$ cat config.mk
export PLATFORM = sky130hd
export DESIGN_NAME = mem_access_controller_flat
export DESIGN_NICKNAME = d
export VERILOG_FILES = /design/src/rtl/mem_access_controller_if.sv /design/src/rtl/mem_access_controller.sv /design/src/flat_wrapper.sv
export SDC_FILE = /design/constraint.sdc
export NUM_CORES = 1
export LEC_CHECK = 0
export ABC_AREA = 0
export CORE_AREA = 5 5 137 100
export DETAILED_ROUTE_END_ITERATION = 16
export DIE_AREA = 0 0 142 105
export GPL_ROUTABILITY_DRIVEN = 0
export PLACE_DENSITY_LB_ADDON = 0.12
export SYNTH_ARGS = -nofsm -noshare
export SYNTH_HDL_FRONTEND = slang
export SYNTH_SLANG_ARGS = --single-unit
$ cat constraint.sdc
create_clock -name Clock -period 3.5 [get_ports Clock]
set_input_delay 0.7 -clock Clock [delete_from_list [all_inputs] [get_ports Clock]]
set_output_delay 0.7 -clock Clock [all_outputs]
set_load 0.02 [all_outputs]
$ cat src/rtl/mem_access_controller_if.sv
// Data-memory bus between the access controller and the memory.
// The controller drives the request side; the memory returns MemAck/MemRData.
interface mem_access_controller_if #(
  parameter int ADDR_WIDTH = 32
) ();
  logic                  MemReq;
  logic                  MemWe;
  logic [3:0]            MemByteEn;
  logic [ADDR_WIDTH-1:0] MemAddr;
  logic [31:0]           MemWData;
  logic                  MemAck;
  logic [31:0]           MemRData;

  modport master (
    output MemReq, MemWe, MemByteEn, MemAddr, MemWData,
    input  MemAck, MemRData
  );

  modport slave (
    input  MemReq, MemWe, MemByteEn, MemAddr, MemWData,
    output MemAck, MemRData
  );
endinterface

$ cat src/rtl/mem_access_controller.sv
// MEM-stage access sequencer: req/ack data memory, stall, align, extend.
// Optional bus timeout enabled by defining MEM_TIMEOUT_EN.
module mem_access_controller #(
  parameter int ADDR_WIDTH     = 32,
  parameter int TIMEOUT_CYCLES = 64
) (
  input  logic                    Clock,
  input  logic                    Reset,
  input  logic [1:0]              MemReadIn,
  input  logic [1:0]              MemWriteIn,
  input  logic                    SignedLoadIn,
  input  logic [ADDR_WIDTH-1:0]   AddressIn,
  input  logic [31:0]             WriteDataIn,
  mem_access_controller_if.master mem,
  output logic [31:0]             ReadDataOut,
  output logic                    Stall,
  output logic                    Misaligned,
  output logic                    BusError
);

  typedef enum logic [1:0] {
    S_IDLE = 2'd0,
    S_REQ  = 2'd1,
    S_DONE = 2'd2
  } state_t;

  state_t                state;
  logic                  req_q;
  logic                  we_q;
  logic [3:0]            be_q;
  logic [ADDR_WIDTH-1:0] addr_q;
  logic [31:0]           wd_q;
  logic [1:0]            size_q;
  logic [1:0]            lane_q;
  logic                  sgn_q;

  logic       is_wr;
  logic       acc;
  logic [1:0] sz;
  logic [1:0] lane;
  logic       aligned;
  logic [3:0] be;
  logic [31:0] wd;
  logic [7:0]  bsel;
  logic [15:0] hsel;
  logic [31:0] ld;

  assign is_wr = |MemWriteIn;
  assign acc   = is_wr | (|MemReadIn);
  assign sz    = is_wr ? MemWriteIn : MemReadIn;
  assign lane  = AddressIn[1:0];

  // size decode: alignment, lane enables, replicated store data
  always_comb begin
    aligned = 1'b1;
    be      = 4'b0000;
    wd      = WriteDataIn;
    unique case (sz)
      2'b01: begin
        be = 4'b0001 << lane;
        wd = {4{WriteDataIn[7:0]}};
      end
      2'b10: begin
        aligned = ~AddressIn[0];
        be      = 4'b0011 << lane;
        wd      = {2{WriteDataIn[15:0]}};
      end
      2'b11: begin
        aligned = (lane == 2'b00);
        be      = 4'b1111;
      end
      default: ;
    endcase
  end

  // load extract at the latched lane, sign/zero extend
  always_comb begin
    bsel = mem.MemRData[8*lane_q +: 8];
    hsel = lane_q[1] ? mem.MemRData[31:16] : mem.MemRData[15:0];
    ld   = mem.MemRData;
    unique case (size_q)
      2'b01:   ld = {{24{sgn_q & bsel[7]}}, bsel};
      2'b10:   ld = {{16{sgn_q & hsel[15]}}, hsel};
      default: ld = mem.MemRData;
    endcase
  end

  assign Stall = (state == S_REQ) ||
                 ((state == S_IDLE) && acc && aligned);

  assign mem.MemReq    = req_q;
  assign mem.MemWe     = we_q;
  assign mem.MemByteEn = be_q;
  assign mem.MemAddr   = addr_q;
  assign mem.MemWData  = wd_q;

`ifdef MEM_TIMEOUT_EN
  localparam int CW =
    ($clog2(TIMEOUT_CYCLES) > 8) ? $clog2(TIMEOUT_CYCLES) : 8;
  localparam logic [CW-1:0] LIM = CW'(TIMEOUT_CYCLES - 1);
  logic [CW-1:0] cnt;
`else
  logic unused_timeout;
  assign unused_timeout = (TIMEOUT_CYCLES == 0);
  assign BusError = 1'b0;
`endif

  // access FSM with registered bus and status outputs
  always_ff @(posedge Clock) begin
    if (Reset) begin
      state       <= S_IDLE;
      req_q       <= 1'b0;
      we_q        <= 1'b0;
      be_q        <= 4'b0000;
      addr_q      <= '0;
      wd_q        <= '0;
      size_q      <= 2'b00;
      lane_q      <= 2'b00;
      sgn_q       <= 1'b0;
      ReadDataOut <= '0;
      Misaligned  <= 1'b0;
`ifdef MEM_TIMEOUT_EN
      cnt         <= '0;
      BusError    <= 1'b0;
`endif
    end else begin
      Misaligned <= 1'b0;
`ifdef MEM_TIMEOUT_EN
      BusError   <= 1'b0;
`endif
      unique case (state)
        S_IDLE: begin
          if (acc && aligned) begin
            req_q  <= 1'b1;
            we_q   <= is_wr;
            be_q   <= be;
            addr_q <= {AddressIn[ADDR_WIDTH-1:2], 2'b00};
            wd_q   <= wd;
            size_q <= sz;
            lane_q <= lane;
            sgn_q  <= SignedLoadIn;
`ifdef MEM_TIMEOUT_EN
            cnt    <= '0;
`endif
            state  <= S_REQ;
          end else if (acc) begin
            Misaligned <= 1'b1;
          end
        end
        S_REQ: begin
          if (mem.MemAck) begin
            req_q <= 1'b0;
            if (!we_q) ReadDataOut <= ld;
            state <= S_DONE;
          end
`ifdef MEM_TIMEOUT_EN
          else if (cnt == LIM) begin
            req_q    <= 1'b0;
            BusError <= 1'b1;
            if (!we_q) ReadDataOut <= '0;
            state    <= S_DONE;
          end else begin
            cnt <= cnt + 1'b1;
          end
`endif
        end
        S_DONE:  state <= S_IDLE;
        default: state <= S_IDLE;
      endcase
    end
  end

endmodule

$ cat src/flat_wrapper.sv
// flat-port wrapper written by rule: the top's interface ports become plain ports
module mem_access_controller_flat 
#(
  parameter int ADDR_WIDTH     = 32,
  parameter int TIMEOUT_CYCLES = 64
)
  (Clock, Reset, MemReadIn, MemWriteIn, SignedLoadIn, AddressIn, WriteDataIn, ReadDataOut, Stall, Misaligned, BusError, mem_MemReq, mem_MemWe, mem_MemByteEn, mem_MemAddr, mem_MemWData, mem_MemAck, mem_MemRData);
  mem_access_controller_if #(.ADDR_WIDTH(ADDR_WIDTH)) mem_i ();
  input  logic Clock;
  input  logic Reset;
  input  logic [1:0] MemReadIn;
  input  logic [1:0] MemWriteIn;
  input  logic SignedLoadIn;
  input  logic [ADDR_WIDTH-1:0] AddressIn;
  input  logic [31:0] WriteDataIn;
  output logic [31:0] ReadDataOut;
  output logic Stall;
  output logic Misaligned;
  output logic BusError;
  output wire logic [$bits(mem_i.MemReq)-1:0] mem_MemReq;
  output wire logic [$bits(mem_i.MemWe)-1:0] mem_MemWe;
  output wire logic [$bits(mem_i.MemByteEn)-1:0] mem_MemByteEn;
  output wire logic [$bits(mem_i.MemAddr)-1:0] mem_MemAddr;
  output wire logic [$bits(mem_i.MemWData)-1:0] mem_MemWData;
  input wire logic [$bits(mem_i.MemAck)-1:0] mem_MemAck;
  input wire logic [$bits(mem_i.MemRData)-1:0] mem_MemRData;
  assign mem_MemReq = mem_i.MemReq;
  assign mem_MemWe = mem_i.MemWe;
  assign mem_MemByteEn = mem_i.MemByteEn;
  assign mem_MemAddr = mem_i.MemAddr;
  assign mem_MemWData = mem_i.MemWData;
  assign mem_i.MemAck = mem_MemAck;
  assign mem_i.MemRData = mem_MemRData;
  mem_access_controller #(.ADDR_WIDTH(ADDR_WIDTH), .TIMEOUT_CYCLES(TIMEOUT_CYCLES)) u_core (.Clock(Clock), .Reset(Reset), .MemReadIn(MemReadIn), .MemWriteIn(MemWriteIn), .SignedLoadIn(SignedLoadIn), .AddressIn(AddressIn), .WriteDataIn(WriteDataIn), .mem(mem_i), .ReadDataOut(ReadDataOut), .Stall(Stall), .Misaligned(Misaligned), .BusError(BusError));
endmodule
## Yosys cells after proc, flatten, opt, wreduce, memory -nomap -nowiden

Index checks and enable logic that the tools add are counted.

- Memories kept: 0
- ROM bits: 0
- Latch bits: 0
- Bits of input ports: 104
- Register bits: 108
- Word-level logic and storage cells: 55
- Memory bits (writable): 0
- Output and inout bits: 105

- $lt $le $gt $ge: 0
- Divide/modulo/power cells: 0
- Add/subtract/negate cells: 0
- Reduce and logical (&&, ||, !) cells: 14
- Shifts and indexed selects: 3
- Bitwise gates (word level): 6
- $mul: 0
- Eq/ne operators: 8
- Mux-type cells: 13

Operators with widths:

| kind | count |
|---|---|
| one-hot mux 32 bit (2 select lines) | 2 |
| variable part select 32 x 6 -> 8 bit | 1 |
| 2-to-1 mux 16 bit | 1 |
| one-hot mux 4 bit (3 select lines) | 1 |
| == test 2 x 1 -> 1 bit (second input constant) | 3 |
| == test 2 bit (second input constant) | 3 |
| 2-to-1 mux 2 bit | 3 |
| AND reduction 3 bit | 2 |
| logical NOT 2 bit | 2 |
| inequality test 2 bit (second input constant) | 2 |
| one-hot mux 1 bit (2 select lines) | 2 |
| one-hot mux 2 bit (2 select lines) | 1 |
| AND reduction 2 bit | 2 |
| OR reduction 2 bit | 2 |
| left shift 1 x 2 -> 4 bit (first input constant) | 1 |
| left shift 2 x 2 -> 4 bit (first input constant) | 1 |
| logical AND 1 bit | 3 |
| 2-to-1 mux 1 bit | 3 |
| inverter 1 bit | 3 |
| OR reduction 3 bit | 1 |
| AND 1 bit | 2 |
| nonzero test 2 bit | 1 |
| logical OR 1 bit | 1 |
| bitwise OR 1 bit | 1 |

## Longest topological paths before layout

- Word-level depth: 7
- Depth in mapped cells: 11
- Mapped depth without buffers: 8

## Worst setup path before layout

Ideal clock, no wire load.

- Path type: input-to-output
- From: input port MemWriteIn[0]
- To: output port Stall
- Data arrival time: 2.388 ns
- Slack: 0.412 ns
- Stages: 10
- Required time: 2.800 ns
- Buffers on the path: 2
- Path through: inv_1 -> a21oi_2 -> inv_2 -> buf_2 -> ha_1 -> nor2b_1 -> o21bai_1 -> a21oi_4 -> buf_6 -> or2_2

- Longest elaborated chain between the ends: 6
- Elaborated cells on any way between the ends: 9
- Classes of those cells: eq/ne (2); mux (2); bitwise (1); reduce/logical (4)

RTL lines:

| item | line | text |
|---|---|---|
| start: declaration | flat_wrapper.sv:12 | `input logic [1:0] MemWriteIn;` |
| OR reduction 2 bit (*) | mem_access_controller.sv:48 | `assign is_wr = \|MemWriteIn;` |
| 2-to-1 mux 2 bit (*) | mem_access_controller.sv:50 | `assign sz = is_wr ? MemWriteIn : MemReadIn;` |
| named net u_core.sz[1] | mem_access_controller.sv:39 | `logic [1:0] sz;` |
| == test 2 bit | mem_access_controller.sv:58 | `unique case (sz)` |
| one-hot mux 1 bit (2 select lines) (*) | mem_access_controller.sv:58 |  |
| logical AND 1 bit (*) | mem_access_controller.sv:89 | `((state == S_IDLE) && acc && aligned);` |
| logical OR 1 bit (*) | mem_access_controller.sv:88 | `assign Stall = (state == S_REQ) \|\|` |
| end: declaration | flat_wrapper.sv:17 | `output logic Stall;` |

The timed path passes the listed nets; every way through them passes the cells marked *.

## Worst setup path after layout

- From: input port MemWriteIn[1]
- To: output port Stall

Same word-level chain as after synthesis.

==> out/results.tsv <==
metric	value	unit
commonest non-fill, non-tap cell in the layout	clkdlybuf4s50_1	
number of setup violations in the final report	0	
Placed Instances	928	
share of layout cells above drive strength 1	8.323	%
final hold violations	0	
die area	0.01491	mm2
post-synthesis register bit count	108	
die width	142	um
area growth from synthesis to layout	47.40	%
Final Slew Violations	0	
Post-CTS Repair Setup Buffers	0	
Peak VDD IR	264.2	uV
max-capacitance violation count	0	
post-route ant nets	0	
# port buffers	205	
cts bufs inserted	9	
status	completed	
largest net degree at the start of global routing	70	
P per Cell Area	445.7	mW/mm2
routed len/inst	17.13	um
CP max FO	2	
die height	105	um
root buffer cell	clkbuf_16	
Hold Crit Class	flip-flop to flip-flop	
drt total wl	16150	um
post-synth cell types	42	
kind of critical path	input port to output pin	
Total GRT Usage	20.42	%
Ports	209	
worst-margin pin slew	1.007	ns
row cnt	34	
Starting Density	42.11	%
Worst-path clk slew	0.07	ns
Worst-Skew Late Latency	0.34	ns
H-tree level count	3	
asr flop ratio synth	0	%
Congestion Overflow GR	0	
syn avg cell area	8.611	um2
unrepaired setup endpoints after global routing	no	
Startpoint Class	input port	
final std cells w/o fill	943	
Ys Warns	0	
Setup crit end kind	output pin	
P_leak	2.845	nW
Critical Path RT	2.80	ns
Tcrit/Tclk final	94.93	%
Gate Count Post-Synth	595	
top post-synthesis cells by area	dfxtp_1 (42%), mux2i_1 (12%), nand2_1 (10%)	
first-pass GRT wire length	24750	um
Via Count	4993	
setup TNS	0	ns
pre-CTS WS	-0.2777	ns
drt first pass iters	5	
Data arrival, critical path	2.62	ns
fmax	0.3010	GHz
CTS Sinks	108	
Hold Buf Count CTS	0	
Post-Syn Area	0.005124	mm2
Worst slew margin	32.90	%
Placeable Area	0.01217	mm2
DRC	0	
vias in the first global route	4707	
DRT iter0 DRCs	311	
number of synthesized flops with an enable pin	0	
most frequent cells in the layout	clkdlybuf4s50_1 (204), nand2_1 (137), dfxtp_1 (108)	
share of the synthesized area in the top cell type	42.20	%
fill cell count	1068	
cell taking the most area after synthesis	dfxtp_1	
setup slack after layout	0.1775	ns
Avg Vias per Cell	5.295	
Final Util	62.07	%
Max clock buf depth	2	
final net count	887	
# diodes	0	
CTS tree	built	
fin crit period	3.322	ns
dpl hpwl	11930	um
Clock Skew	0.006796	ns
initial antenna violation count	0	
Primary FF master, synth	dfxtp_1	
post-synthesis sequential area ratio	42.20	%
[metrics by stage]
step / power, mW / hold slack [ns] / cell area [um2]
after global placement: 2.366 / 0.4413 / 7264
final: 3.366 / 0.4558 / 7552
after CTS: 3.397 / 0.4588 / 7556
after floorplan: 1.953 / 0.4726 / 5131
after global routing: 3.525 / 0.4769 / 7552
after detailed placement: 2.390 / 0.4484 / 7264
[timing repair]
action	CTS	global route
endpoints found under the hold margin	0	0
gates cloned	0	0
pin swaps	0	1
setup endpoints to repair	1	1
gates resized for setup	2	2
[kinds of logic (layout without fill, tap and decap cells)]
family,Yosys count,in the layout,synth area share (%)
AND/OR/NAND/NOR,175,175,14.29
AO/OA/AOI/OAI,170,170,21.90
flip-flops,108,108,42.20
multiplexers,70,70,13.85
buffers and inverters,65,249,6.227
adder cells (fa/ha/maj),6,6,1.465
other,1,3,0.07319
[power breakdown]
part | switching, mW | total (mW) | internal [mW] | leakage (nW)
sequential | 0.0649 | 1.40 | 1.34 | 0.885
clock | 0.451 | 1.00 | 0.551 | 0.138
combinational | 0.508 | 0.961 | 0.452 | 1.82
total | 1.02 | 3.37 | 2.34 | 2.85
[cell usage after synthesis (all sizes together), types with 3 or more instances]
library cell / n
mux2: 7
nor3: 3
nor2b: 11
a21boi: 9
clkbuf: 33
nor2: 12
dfxtp: 108
a2111oi: 9
a21oi: 29
nand2b: 3
a31o: 10
inv: 8
buf: 23
a31oi: 16
a22oi: 8
nand2: 137
mux2i: 63
o211ai: 8
a211oi: 12
ha: 6
o21ai: 57
a21o: 8
[worst paths after layout]
check,endpoint,slack [ns],startpoint,depth (start not counted)
max,Stall,0.18,MemWriteIn[1],10
min,u_core.mem.MemAddr[8],0.46,u_core.mem.MemAddr[8],2
max reg2reg,u_core.ReadDataOut[13],1.22,u_core.lane_q[1],4
min reg2reg,u_core.mem.MemAddr[8],0.46,u_core.mem.MemAddr[8],2
[layer usage]
metal,GRT usage [%],vias to the layer above,wire (um)
li1,-,2431,-
met2,32.73,189,7535
met4,4.863,0,228
met1,27.82,2353,7283
met5,0,-,0
met3,4.886,20,1106
[worst max-delay path, stage by stage]
cell and delay (ns):
clkdlybuf4s50_1 0.48, inv_1 0.04, a21oi_1 0.18, inv_1 0.09, ha_1 0.22, nor2b_1 0.14
o21bai_2 0.22, a21oi_4 0.08, or2_2 0.30, clkbuf_2 0.16
[cell type report]
cell class                      instances  area, um2  area share [%]
Tap cell                              162      202.7           2.684
Sequential cell                       108       2162           28.63
Inverter                                9      35.03          0.4639
Timing Repair Buffer                  225       2210           29.26
Clock inverter                          6      63.81          0.8449
Multi-Input combinational cell        424       2654           35.14
Clock buffer                            9      225.2           2.982
[flip-flops by register name, indices dropped and copies added, names as in the netlist]
signal / cells
u_core.ReadDataOut: 32
u_core.mem.MemWe: 1
u_core.size_q: 2
u_core.mem.MemAddr: 30
u_core.mem.MemWData: 32
u_core.mem.MemReq: 1
u_core.mem.MemByteEn: 4
u_core.sgn_q: 1
u_core.lane_q: 2
u_core.state: 2
u_core.Misaligned: 1
(Power assumes the default switching activity.)
